==> config.mk <==
export PLATFORM = sky130hd
export DESIGN_NAME = intel_vvp_icon_ctrl_pkt_gen
export DESIGN_NICKNAME = d
export VERILOG_FILES = /design/src/rtl/intel_vvp_icon_pkg.sv /design/src/rtl/intel_vvp_icon_ctrl_word_packer.sv /design/src/rtl/intel_vvp_icon_ctrl_pkt_gen.sv
export SDC_FILE = /design/constraint.sdc
export NUM_CORES = 1
export LEC_CHECK = 0
export CORE_AREA = 2 2 81 83
export CTS_CLUSTER_SIZE = 12
export DETAILED_ROUTE_END_ITERATION = 7
export DIE_AREA = 0 0 83 85
export GPL_TIMING_DRIVEN = 0
export PLACE_DENSITY = 0.67
export SLEW_MARGIN = 0
export SYNTH_ARGS = -nofsm -noshare
export SYNTH_HDL_FRONTEND = slang
export SYNTH_SLANG_ARGS = --single-unit
export TNS_END_PERCENT = 100
==> constraint.sdc <==
create_clock -name clock -period 4.2 [get_ports clock]
set_input_delay 0.84 -clock clock [delete_from_list [all_inputs] [get_ports clock]]
set_output_delay 0.84 -clock clock [all_outputs]
set_load 0.01 [all_outputs]
==> src/rtl/intel_vvp_icon_pkg.sv <==
// Shared VVP/ICON definitions: packet type codes, field widths, IP word layout and helpers.
package intel_vvp_icon_pkg;

    localparam int VVP_CTRL_TYPE_W = 5;
    localparam logic [VVP_CTRL_TYPE_W-1:0] VVP_CTRL_PKT_IP  = 5'd0;
    localparam logic [VVP_CTRL_TYPE_W-1:0] VVP_CTRL_PKT_EOF = 5'd1;

    localparam int VVP_COLSPACE_W    = 7;
    localparam int VVP_BPS_W         = 5;
    localparam int VVP_INTERLACE_W   = 4;
    localparam int VVP_COSITING_W    = 2;
    localparam int VVP_SUBSAMPLING_W = 2;

    // Image-Info packet layout: five 16b words, least significant word first
    localparam int VVP_CTRL_IP_WORDS    = 5;
    localparam int VVP_IP_WORD_TYPE     = 0;
    localparam int VVP_IP_WORD_WIDTH    = 1;
    localparam int VVP_IP_WORD_HEIGHT   = 2;
    localparam int VVP_IP_WORD_FORMAT   = 3;
    localparam int VVP_IP_WORD_SAMPLING = 4;

    // Field positions inside the format and sampling words
    localparam int VVP_FMT_INTERLACE_LSB   = 0;
    localparam int VVP_FMT_BPS_LSB         = 4;
    localparam int VVP_FMT_COLSPACE_LSB    = 9;
    localparam int VVP_SMP_SUBSAMPLING_LSB = 0;
    localparam int VVP_SMP_COSITING_LSB    = 2;

    typedef enum logic [1:0] {
        VVP_ST_IDLE,
        VVP_ST_SEND_IP,
        VVP_ST_IN_FRAME,
        VVP_ST_SEND_EOF
    } vvp_ctrl_state_e;

    function automatic int vvp_clog2(input int value);
        int result;
        result = 0;
        for (int v = value - 1; v > 0; v = v >> 1) begin
            result = result + 1;
        end
        return result;
    endfunction

    function automatic logic [15:0] vvp_ctrl_fmt_word(
        input logic [VVP_COLSPACE_W-1:0]  colspace,
        input logic [VVP_BPS_W-1:0]       bps,
        input logic [VVP_INTERLACE_W-1:0] interlace
    );
        return {colspace, bps, interlace};
    endfunction

    function automatic logic [15:0] vvp_ctrl_smp_word(
        input logic [VVP_COSITING_W-1:0]    cositing,
        input logic [VVP_SUBSAMPLING_W-1:0] subsampling
    );
        return {12'b0, cositing, subsampling};
    endfunction

    // Word idx of an IP packet; indices past the last word read as zero padding
    function automatic logic [15:0] vvp_ctrl_ip_word(
        input int          idx,
        input logic [15:0] w,
        input logic [15:0] h,
        input logic [15:0] fmt,
        input logic [15:0] smp
    );
        logic [15:0] word;
        case (idx)
            VVP_IP_WORD_TYPE:     word = {11'b0, VVP_CTRL_PKT_IP};
            VVP_IP_WORD_WIDTH:    word = w;
            VVP_IP_WORD_HEIGHT:   word = h;
            VVP_IP_WORD_FORMAT:   word = fmt;
            VVP_IP_WORD_SAMPLING: word = smp;
            default:              word = 16'd0;
        endcase
        return word;
    endfunction

endpackage

==> src/rtl/intel_vvp_icon_ctrl_word_packer.sv <==
// Combinational packer: maps the current beat index onto a TDATA_W-wide slice of control words.
module intel_vvp_icon_ctrl_word_packer
    import intel_vvp_icon_pkg::*;
#(
    parameter int          WPB      = 2,
    parameter int          BEAT_W   = 1,
    parameter logic [15:0] FMT_WORD = 16'd0,
    parameter logic [15:0] SMP_WORD = 16'd0
) (
    input  logic [BEAT_W-1:0]  beat_i,
    input  logic               ip_sel_i,
    input  logic               eof_sel_i,
    input  logic [15:0]        width_i,
    input  logic [15:0]        height_i,
    output logic [16*WPB-1:0]  tdata_o
);

    // Bus idles at zero; EOF carries only its type word, IP beats carry WPB consecutive words
    always_comb begin
        tdata_o = '0;
        if (eof_sel_i) begin
            tdata_o[15:0] = {11'b0, VVP_CTRL_PKT_EOF};
        end else if (ip_sel_i) begin
            for (int k = 0; k < WPB; k++) begin
                tdata_o[16*k +: 16] = vvp_ctrl_ip_word(int'(beat_i) * WPB + k,
                                                       width_i, height_i, FMT_WORD, SMP_WORD);
            end
        end
    end

endmodule

==> src/rtl/intel_vvp_icon_ctrl_pkt_gen.sv <==
// VVP full-mode control packet generator: one IP packet per frame request, one EOF packet per EOF request.
module intel_vvp_icon_ctrl_pkt_gen
    import intel_vvp_icon_pkg::*;
#(
    parameter int                          PIXELS_IN_PARALLEL = 1,
    parameter int                          NUM_COLOUR_PLANES  = 3,
    parameter int                          BPS                = 10,
    parameter logic [VVP_COLSPACE_W-1:0]    COLSPACE           = 7'd0,
    parameter logic [VVP_SUBSAMPLING_W-1:0] SUBSAMPLING        = 2'b11,
    parameter logic [VVP_COSITING_W-1:0]    COSITING           = 2'b00,
    parameter logic [VVP_INTERLACE_W-1:0]   INTERLACE          = 4'b0011,
    parameter int                          MAX_WIDTH          = 4096,
    parameter int                          MAX_HEIGHT         = 2160,
    localparam int DATA_BITS = PIXELS_IN_PARALLEL * NUM_COLOUR_PLANES * BPS,
    localparam int WPB       = ((DATA_BITS + 15) / 16 < 1) ? 1 : (DATA_BITS + 15) / 16,
    localparam int TDATA_W   = 16 * WPB
) (
    input  logic               clock,
    input  logic               reset,
    input  logic [15:0]        cfg_width,
    input  logic [15:0]        cfg_height,
    input  logic               frame_req_valid,
    output logic               frame_req_ready,
    input  logic               eof_req_valid,
    output logic               eof_req_ready,
    output logic [TDATA_W-1:0] ctrl_tdata,
    output logic               ctrl_tvalid,
    input  logic               ctrl_tready,
    output logic               ctrl_tlast,
    output logic               ctrl_tuser
);

    localparam int IP_BEATS = (VVP_CTRL_IP_WORDS + WPB - 1) / WPB;
    localparam int BEAT_W   = (vvp_clog2(IP_BEATS) < 1) ? 1 : vvp_clog2(IP_BEATS);
    localparam logic [BEAT_W-1:0] LAST_BEAT = BEAT_W'(IP_BEATS - 1);
    localparam logic [15:0] FMT_WORD = vvp_ctrl_fmt_word(COLSPACE, VVP_BPS_W'(BPS), INTERLACE);
    localparam logic [15:0] SMP_WORD = vvp_ctrl_smp_word(COSITING, SUBSAMPLING);
    localparam logic [15:0] WIDTH_LIMIT  = 16'(MAX_WIDTH);
    localparam logic [15:0] HEIGHT_LIMIT = 16'(MAX_HEIGHT);

    vvp_ctrl_state_e   state_q, state_d;
    logic [BEAT_W-1:0] beat_q, beat_d;
    logic [15:0]       width_q, width_d;
    logic [15:0]       height_q, height_d;
    logic              ip_sel, eof_sel;

    // State, beat counter and the frame size captured at request acceptance
    always_ff @(posedge clock or posedge reset) begin
        if (reset) begin
            state_q  <= VVP_ST_IDLE;
            beat_q   <= '0;
            width_q  <= '0;
            height_q <= '0;
        end else begin
            state_q  <= state_d;
            beat_q   <= beat_d;
            width_q  <= width_d;
            height_q <= height_d;
        end
    end

    // Next-state and handshake decode; readies and tvalid come from state only, never from a valid input
    always_comb begin
        state_d         = state_q;
        beat_d          = beat_q;
        width_d         = width_q;
        height_d        = height_q;
        frame_req_ready = 1'b0;
        eof_req_ready   = 1'b0;
        ip_sel          = 1'b0;
        eof_sel         = 1'b0;
        ctrl_tlast      = 1'b0;
        unique case (state_q)
            VVP_ST_IDLE: begin
                frame_req_ready = 1'b1;
                if (frame_req_valid) begin
                    state_d  = VVP_ST_SEND_IP;
                    beat_d   = '0;
                    width_d  = (cfg_width  > WIDTH_LIMIT)  ? WIDTH_LIMIT  : cfg_width;
                    height_d = (cfg_height > HEIGHT_LIMIT) ? HEIGHT_LIMIT : cfg_height;
                end
            end
            VVP_ST_SEND_IP: begin
                ip_sel     = 1'b1;
                ctrl_tlast = (beat_q == LAST_BEAT);
                if (ctrl_tready) begin
                    if (beat_q == LAST_BEAT) begin
                        state_d = VVP_ST_IN_FRAME;
                    end else begin
                        beat_d = beat_q + BEAT_W'(1);
                    end
                end
            end
            VVP_ST_IN_FRAME: begin
                eof_req_ready = 1'b1;
                if (eof_req_valid) begin
                    state_d = VVP_ST_SEND_EOF;
                end
            end
            VVP_ST_SEND_EOF: begin
                eof_sel    = 1'b1;
                ctrl_tlast = 1'b1;
                if (ctrl_tready) begin
                    state_d = VVP_ST_IDLE;
                end
            end
            default: begin
                state_d = VVP_ST_IDLE;
            end
        endcase
        ctrl_tvalid = ip_sel | eof_sel;
        ctrl_tuser  = ip_sel | eof_sel;
    end

    intel_vvp_icon_ctrl_word_packer #(
        .WPB      (WPB),
        .BEAT_W   (BEAT_W),
        .FMT_WORD (FMT_WORD),
        .SMP_WORD (SMP_WORD)
    ) u_packer (
        .beat_i    (beat_q),
        .ip_sel_i  (ip_sel),
        .eof_sel_i (eof_sel),
        .width_i   (width_q),
        .height_i  (height_q),
        .tdata_o   (ctrl_tdata)
    );

endmodule

Yosys cells after proc, flatten, opt, wreduce, memory -nomap -nowiden
Cells that the tools add are included.

word-level totals
  register bits after elaboration = 36
  bits of input ports = 37
  output and inout port bits = 37
  word-level logic and storage cells = 51

operators by class
  $add $sub $neg = 2
  order comparisons = 2
  equality and inequality tests = 15
  multiplexer cells = 22
  bitwise logic cells = 1
  reduce and logical (&&, ||, !) cells = 5

operators by type and width
  cell                    number
  $eq A32 B2 Y1 const B   2
  $mux W16                4
  $pmux W16 S4            1
  $eq A32 B1 Y1 const B   1
  $eq A32 B3 Y1 const B   1
  $mux W32                1
  $pmux W16 S2            1
  $gt A16 B12 Y1 const B  1
  $gt A16 B13 Y1 const B  1
  $mux W2                 8
  $ne A2 B2 Y1 const B    5
  $pmux W2 S4             1
  $eq A2 B2 Y1 const B    3
  $reduce_and A5 Y1       1
  $add A3 B1 Y4 const B   1
  $eq A2 B1 Y1 const B    2
  $mux W1                 4
  $pmux W2 S2             1
  $reduce_and A4 Y1       1
  $add A2 B1 Y2 const B   1
  $logic_not A2 Y1        1
  $ne A2 B1 Y1 const B    1
  $pmux W1 S2             1
  $reduce_and A2 Y1       1
  other kinds (2)         2

Logic depth before layout (Yosys ltp)
Gate-level depths: netlist of run 1.

  depth after elaboration = 5
  mapped depth = 7

Hierarchy
Synthesis of run 1 repeated with hierarchy kept, for this count alone.

unflattened totals
  cell total of the unflattened synthesis = 167
  area, all modules = 1845.5 um2

modules (own cells, without submodules)
  module                           times used  cells each  area an instance (um2)  sequential area each (um2)
  intel_vvp_icon_ctrl_pkt_gen      1           117         1498.9                  900.9
  intel_vvp_icon_ctrl_word_packer  1           50          346.6                   0.0

Worst setup path before layout of run 1
No wires, ideal clock.

  path type = flip-flop to output port
  start = register state_q[1]
  end = output ctrl_tdata[19]
  arrival time = 1406 ps
  data required time = 3360 ps
  slack = 1954 ps
  cell stages (with the launch flop) = 8
  buffers on the path = 3
  cell sequence = dfrtp_1 -> inv_1 -> ha_1 -> buf_2 -> and3b_1 -> buf_2 -> clkbuf_1 -> and2_1

between the ends
  cells in the longest elaborated chain, start to end = 4
  elaborated cells on any way between the ends = 6
  those cells by class = eq/ne (2); mux (4)

RTL lines
  what                      line                                   RTL
  start: declaration        intel_vvp_icon_ctrl_pkt_gen.sv:41      vvp_ctrl_state_e state_q, state_d;
  start signal: assignment  intel_vvp_icon_ctrl_pkt_gen.sv:55      state_q <= state_d;
  $eq A2 B1 Y1              intel_vvp_icon_ctrl_pkt_gen.sv:73      unique case (state_q)
  $mux W1                   intel_vvp_icon_ctrl_pkt_gen.sv:73
  $mux W32                  intel_vvp_icon_ctrl_word_packer.sv:23  end else if (ip_sel_i) begin
  $mux W16 (*)              intel_vvp_icon_ctrl_word_packer.sv:21  if (eof_sel_i) begin
  end: declaration          intel_vvp_icon_ctrl_pkt_gen.sv:26      output logic [TDATA_W-1:0] ctrl_tdata,

Mark *: on every way between the ends. The rest lies on a longest branch, timed or not.

Worst setup path in the final report of run 1
  start = register state_q[1]
  end = output ctrl_tdata[28]

The elaborated chain is that of the path after synthesis.

==> results.md, run 1 <==
- Status: completed
- Hold buffers post-CTS: 0
- Min Tclk post-route: 3.34 ns
- Worst EP required: approximately 3.4 ns
- Syn Inst Count: between 150 and 200
- Hold WC Path Type: flop to flop
- Post-synthesis sequential area ratio: about half
- Worst Skew: 0.0103 ns
- Unrepaired setup endpoints after global routing: no
- Pins Over Slew Limit: 0
- R2R depth: 7
- Routed wire length: approximately 4.3 mm
- Tot GR Track Use: 12.8%
- Nets: 289
- YS warnings: 0
- Final core occ: between 40 and 50%
- R2r endpoint: height_q[0]
- Synth Flop Type: dfrtp_1
- Slew margin rel.: 50.4%
- Root buf cell: clkbuf_8
- Post-synth top area share: 49.5%
- Die Area: approximately 0.0071 mm²
- # diodes: 0
- Latest clock arrival within the worst-skew pair: approximately 0.28 ns
- Psw: ~0.40 mW
- Post-route clock period utilization: 79.5%
- # H-tree levels: 2
- Share of layout cells above drive strength 1: around 15%
- CTS max path bufs: 2
- Setup CP Type: flop to output pin
- # Post-CTS Setup Buffers: 0
- CTS Buf Count: 5
- Avg Cell Area, Syn: 11.0 µm²
- Die Span Y: roughly 85 µm
- Synth area leaders: dfrtp_1, and2_1, a22o_2
- Antenna violations before repair: 0
- Setup-failing EPs final: 0
- Total of max-cap violations: 0
- Post-synth ARST share: between 90% and 100%
- Per-cell routed wire length: between 10 and 15 µm
- Data arrival time of the worst path: 2.50 ns
- # IOs: 74
- Setup TNS: 0 ns
- Synth-to-Final Area Change: 51.3%
- Commonest non-fill, non-tap cell in the layout: clkdlybuf4s50_1
- Worst Hold End: height_q[15]
- Inst Count DP: 315
- Comb pwr share: between 40% and 50%
- Worst setup SP type: flop
- Detailed-route via count: roughly 1.5k
- Clock Sinks: 36
- Syn Nets: ~210
- Fmax: between 0.2 and 0.3 GHz
- PortBufs: 73
- 1st-iter DRT viols: 22
- Grt total ovfl: 0
- Starting density of the core: 29.4%
- Fin cells: about 320
- Synth unique cells: 34
- Area of the mapped netlist: approximately 0.0018 mm²
- Clk network pwr share: 24.1%
- Area leader, netlist: dfrtp_1
- GPL Wtd Cong: roughly 0.74
- Sequential power share: about a third
- DRC viols: 0
- Detail Placement HPWL: about 3.2 mm
- Int Power: between 0.8 and 0.9 mW
- Pleak: 1.24 nW
- Worst VDD drop: 235 µV
- Fin. Hold Viols: 0
- Worst r2r src: state_q[0]
- TritonCTS clock tree: built
- EDFF count, synth: 0
- Register-to-register setup slack: 2.50 ns
- Startpoint of the worst hold path: height_q[15]
- Placement Rows: 29
- Largest net degree at the start of global routing: 37
- PwrDens: 446 mW/mm²
- Crit path max fanout: 10
- Avg Vias per Cell: 4.58
- Routed Antenna Nets: 0
- DR pass1 iterations: 4
- Yosys reg bits: 36
- CP Capture Type: output pin
- Hold depth: 1
- Vias in the first global route: between 1k and 1.5k
- # resized after CTS: 0
- Global-route wire length before repair: between 7 and 8 mm
- Net Sw Frac: about a third
- Chip width: around 83 µm
- Most frequent cells in the layout: clkdlybuf4s50_1, dfrtp_1, and2_1
- Slew @ Worst Pin: roughly 0.74 ns
- CTS clk-pin slew, worst paths: 0.07 ns
- Core Box Area: 0.00620 mm²
power by group through the flow:
stage          logic (mW)  registers (mW)  clock network, mW
2_1_floorplan       0.302           0.419                  0
3_3_place_gp        0.510           0.425                  0
3_5_place_dp        0.517           0.427                  0
4_1_cts             0.521           0.421              0.304
5_1_grt             0.571           0.427              0.324
6_report            0.513           0.421              0.296
per-stage QoR:
stage               setup slack (ns)  hold WS (ns)  instance area, µm²  power [mW]
floorplan                       1.95         0.444                1820       0.721
global placement                1.19         0.460                2650       0.935
detailed placement              1.14         0.462                2650       0.945
CTS                            0.823         0.484                2760        1.25
global route                   0.621         0.509                2760        1.32
finish                         0.861         0.480                2760        1.23
layout make-up:
| class | instances | area (µm²) |
|---|---|---|
| Inverter | 9 | 33.8 |
| Fill cell | 592 | 3450 |
| Sequential cell | 36 | 901 |
| Timing Repair Buffer | 73 | 731 |
| Tap cell | 77 | 96.3 |
| Clock buffer | 6 | 72.6 |
| Buffer | 10 | 63.8 |
| Clock inverter | 2 | 35.0 |
| Multi-Input combinational cell | 110 | 823 |
Yosys cell counts, types with 2 or more instances:
cell and n:
buf_2 5, a22o_1 10, o22a_1 3, nand2b_1 3, nand3_1 2, and2_1 34, a22o_2 12, nand2_1 5
a21oi_1 4, buf_6 2, o21ai_0 3, ha_1 7, inv_1 9, nor2_1 5, dfrtp_1 36, nor4_1 2
a21o_1 5, and3b_1 2
routing by layer:
| layer | wire length, µm | track usage (%) |
|---|---|---|
| met1 | 2000 | 17.2 |
| met2 | 1970 | 19.6 |
| met5 | 0 | 0 |
| met3 | 281 | 4.77 |
| met4 | 44 | 3.13 |
state kept, by name, summed over array words and instances (netlist names):
signal / cells
height_q: 16
width_q: 16
state_q: 2
beat_q: 2
worst max-delay path by stage:
| stage | startpoint | end | slack, ns | depth (start not counted) |
|---|---|---|---|---|
| 6_report | state_q[1] | ctrl_tdata[28] | 0.86 | 8 |
| 2_1_floorplan | state_q[1] | ctrl_tdata[19] | 1.95 | 7 |
| 5_1_grt | state_q[1] | ctrl_tdata[28] | 0.62 | 8 |
| 3_5_place_dp | state_q[1] | ctrl_tdata[20] | 1.14 | 8 |
| 3_3_place_gp | state_q[1] | ctrl_tdata[29] | 1.19 | 8 |
| 4_1_cts | state_q[1] | ctrl_tdata[20] | 0.82 | 8 |
logic make-up after synthesis:
logic type	synth area share (%)
AOI/OAI and AO/OA	18.8
and+or+nand+nor	20.4
muxes	1.17
adders and majority gates	4.81
DFF	49.5
buffers and inverters	5.36
critical path, cell delays in order, from the launching register on:
cell and delay, ns:
dfrtp_1 0.42, inv_1 0.10, ha_1 0.13, buf_2 0.19
and3b_1 0.17, buf_2 0.18, clkbuf_1 0.31, and2_1 0.19
clkdlybuf4s50_1 0.53
No activity file was read; power rests on OpenSTA's default activity.
==> inputs of run 2 (changes only) <==
--- a/config.mk
+++ b/config.mk
@@ -10,7 +10,7 @@
 export DETAILED_ROUTE_END_ITERATION = 7
 export DIE_AREA = 0 0 83 85
 export GPL_TIMING_DRIVEN = 0
-export PLACE_DENSITY = 0.67
+export PLACE_DENSITY = 0.69
 export SLEW_MARGIN = 0
 export SYNTH_ARGS = -nofsm -noshare
 export SYNTH_HDL_FRONTEND = slang
==> constraint.sdc (replaced) <==
create_clock -name clock -period 2.76 [get_ports clock]
set_input_delay 0.552 -clock clock [delete_from_list [all_inputs] [get_ports clock]]
set_output_delay 0.552 -clock clock [all_outputs]
set_load 0.01 [all_outputs]
==> run 2 against run 1 <==
Compared with the run above:
- total power is 46% higher
- setup slack got worse by 0.70 ns
- global-route usage hardly changed
- clock power up 18%
- die area is the same
- final cell count did not move
- critical path depth shrank 3
- sequential share of layout area down 0.55 points
==> results.md, run 2 (synthesis gave the netlist of run 1 again) <==
- Status: completed
- Startpoint of the worst hold path: width_q[15]
- Int Power: 1.21 mW (+44%)
- Slew @ Worst Pin: 0.759 ns (+0.0171 ns)
- CP Capture Type: output pin
- Sequential power share: 35.4% (+1.2 points)
- CTS Buf Count: 5 (unchanged)
- Largest net degree at the start of global routing: 37 (unchanged)
- Cell area after layout: 0.00280 mm² (+1.7%)
- Avg Vias per Cell: 4.57 (-0.14%)
- DRC viols: 0 (unchanged)
- # diodes: 0 (unchanged)
- # H-tree levels: 2 (unchanged)
- Clk network pwr share: 19.3% (-4.8 points)
- Starting density of the core: 29.4% (unchanged)
- Antenna violations before repair: 0 (unchanged)
- Post-route clock period utilization: between 90% and 100%
- Psw: 0.595 mW (+51%)
- # IOs: 74 (unchanged)
- 1st-iter DRT viols: 62 (+180%)
- Global-route wire length before repair: 7.20 mm (about the same)
- CTS clk-pin slew, worst paths: 0.07 ns (about the same)
- Clock Sinks: 36 (unchanged)
- Share of layout cells above drive strength 1: 15.4% (+0.41 points)
- Final core occ: 45.2% (+0.77 points)
- CTS max path bufs: 2 (unchanged)
- Die Span Y: 85 µm (unchanged)
- Pleak: 1.56 nW (+25%)
- Setup TNS: 0 ns (unchanged)
- Latest clock arrival within the worst-skew pair: 0.28 ns (about the same)
- DR pass1 iterations: 4 (unchanged)
- Synth-to-Final Area Change: 53.9%
- Critical path cell sequence: ha_1 -> and3b_1 -> buf_6 -> and2_1 -> clkdlybuf4s50_1
- Core Box Area: 0.00620 mm² (unchanged)
- Vias in the first global route: 1516 (+1.1%)
- Comb pwr share: 45.3% (+3.6 points)
- Die Area: 0.00706 mm² (unchanged)
- Per-cell routed wire length: 13.5 µm (+1.2%)
- Min Tclk post-route: roughly 2.6 ns
- Fin. Hold Viols: 0 (unchanged)
- PortBufs: 73 (unchanged)
- Fmax: between 0.3 and 0.4 GHz
- Net Sw Frac: 33.1% (+0.92 points)
- Hold WC Path Type: flop to flop
- Worst EP required: 2.21 ns (-1.15 ns)
- Setup CP Type: flop to output pin
- Placement Rows: 29 (unchanged)
- Largest regs: height_q: 16 flops, width_q: 16 flops
- Worst setup SP type: flop
- Most frequent cells in the layout: clkdlybuf4s50_1, dfrtp_1, and2_1
- Detail Placement HPWL: 3.19 mm (-0.43%)
- Fin cells: 323 (unchanged)
- PwrDens: 642 mW/mm² (+44%)
- Routed wire length: 4.35 mm (+1.2%)
- Grt total ovfl: 0 (unchanged)
- Worst VDD drop: 505 µV (+110%)
- Root buf cell: clkbuf_8
- Pins Over Slew Limit: 0 (unchanged)
- Slew margin rel.: 49.3% (-1.1 points)
- Chip width: 83 µm (unchanged)
- Routed Antenna Nets: 0 (unchanged)
- Worst r2r src: state_q[0]
- Detailed-route via count: 1477 (-0.14%)
- Nets: 290 (+0.35%)
- Crit path max fanout: 9 (-1)
- Total of max-cap violations: 0 (unchanged)
- DP Area: 0.00265 mm² (unchanged)
- CP max stage cell: clkdlybuf4s50_1
- Unrepaired setup endpoints after global routing: no
- Hold buffers post-CTS: 0 (unchanged)
- Setup-failing EPs final: 0 (unchanged)
- Commonest non-fill, non-tap cell in the layout: clkdlybuf4s50_1
- Worst Skew: 0.00368 ns (-0.00659 ns)
- GPL Wtd Cong: 0.714 (-3.1%)
- Inst Count DP: 315 (unchanged)
- Data arrival time of the worst path: 2.05 ns (-0.45 ns)
- Tot GR Track Use: 12.8% (+0.020 points)
- Total power: 1.80 mW (+46%)
- Largest stage delay on the critical path: 0.57 ns (+0.04 ns)
- TritonCTS clock tree: built
- Crit path launch: state_q[0]
[run 2: cell count changes in the layout (fill, tap and decap cells not counted), sizes merged]
| cell | previous run | this run |
|---|---|---|
| clkdlybuf4s50 | 73 | 53 |
| dlymetal6s2s | 0 | 16 |
| bufinv | 1 | 0 |
| buf | 8 | 9 |
| dlygate4sd2 | 0 | 4 |
[run 2: area by class of cell]
class | instances | area [µm²]
flip-flops and latches | 36 | 901
plain buffers | 10 | 98.8
clock inverters | 1 | 5.00
well taps | 77 | 96.3
multi-input cells | 110 | 823
inverters | 9 | 33.8
clock buffers | 6 | 72.6
fillers | 595 | 3400
repair buffers | 74 | 773
[run 2: timing repair]
action / in CTS / in global routing
gates resized for setup: 12 / 19
endpoints found under the setup margin: 20 / 16
buffers inserted: 1 / 0
[run 2: metrics by stage]
step / hold WS [ns] / worst slack [ns]
after global placement: 0.462 / 0.0249
after detailed placement: 0.466 / 0.00726
after CTS: 0.483 / 0.00124
final: 0.481 / 0.158
after floorplan: 0.444 / 0.802
after global routing: 0.493 / 0.0299
[run 2: final timing paths]
check	to	slack [ns]	cells past startpoint
worst max-delay path	ctrl_tdata[2]	0.16	5
worst min-delay path	width_q[15]	0.48	1
worst max register to register	height_q[1]	1.06	7
worst min register to register	width_q[15]	0.48	1
max in group asynchronous	width_q[10]	1.55	2
min in group asynchronous	height_q[13]	0.73	2
[run 2: power groups by stage]
stage               sequential (mW)  clock, mW  combinational, mW
floorplan                     0.638          0              0.459
CTS                           0.638      0.361              0.822
detailed placement            0.651          0              0.783
global route                  0.646      0.386              0.908
global placement              0.647          0              0.775
finish                        0.637      0.348              0.815
[run 2: layer usage]
layer	part of all wire (%)	global-route usage (%)	wire [µm]	vias up
met5	0	0	0	-
li1	-	-	-	736
met2	45	21.0	1950	50
met3	7.1	4.57	309	6
met4	0.99	3.58	43	0
met1	47	16.1	2040	685
[run 2: worst max-delay path: cells and delay by family, from the launching register on]
kind | cells | cell delay (ns)
buffers and inverters | 2 | 0.70
flip-flops | 1 | 0.40
AND/OR/NAND/NOR | 2 | 0.37
adder cells (fa/ha/maj) | 1 | 0.29
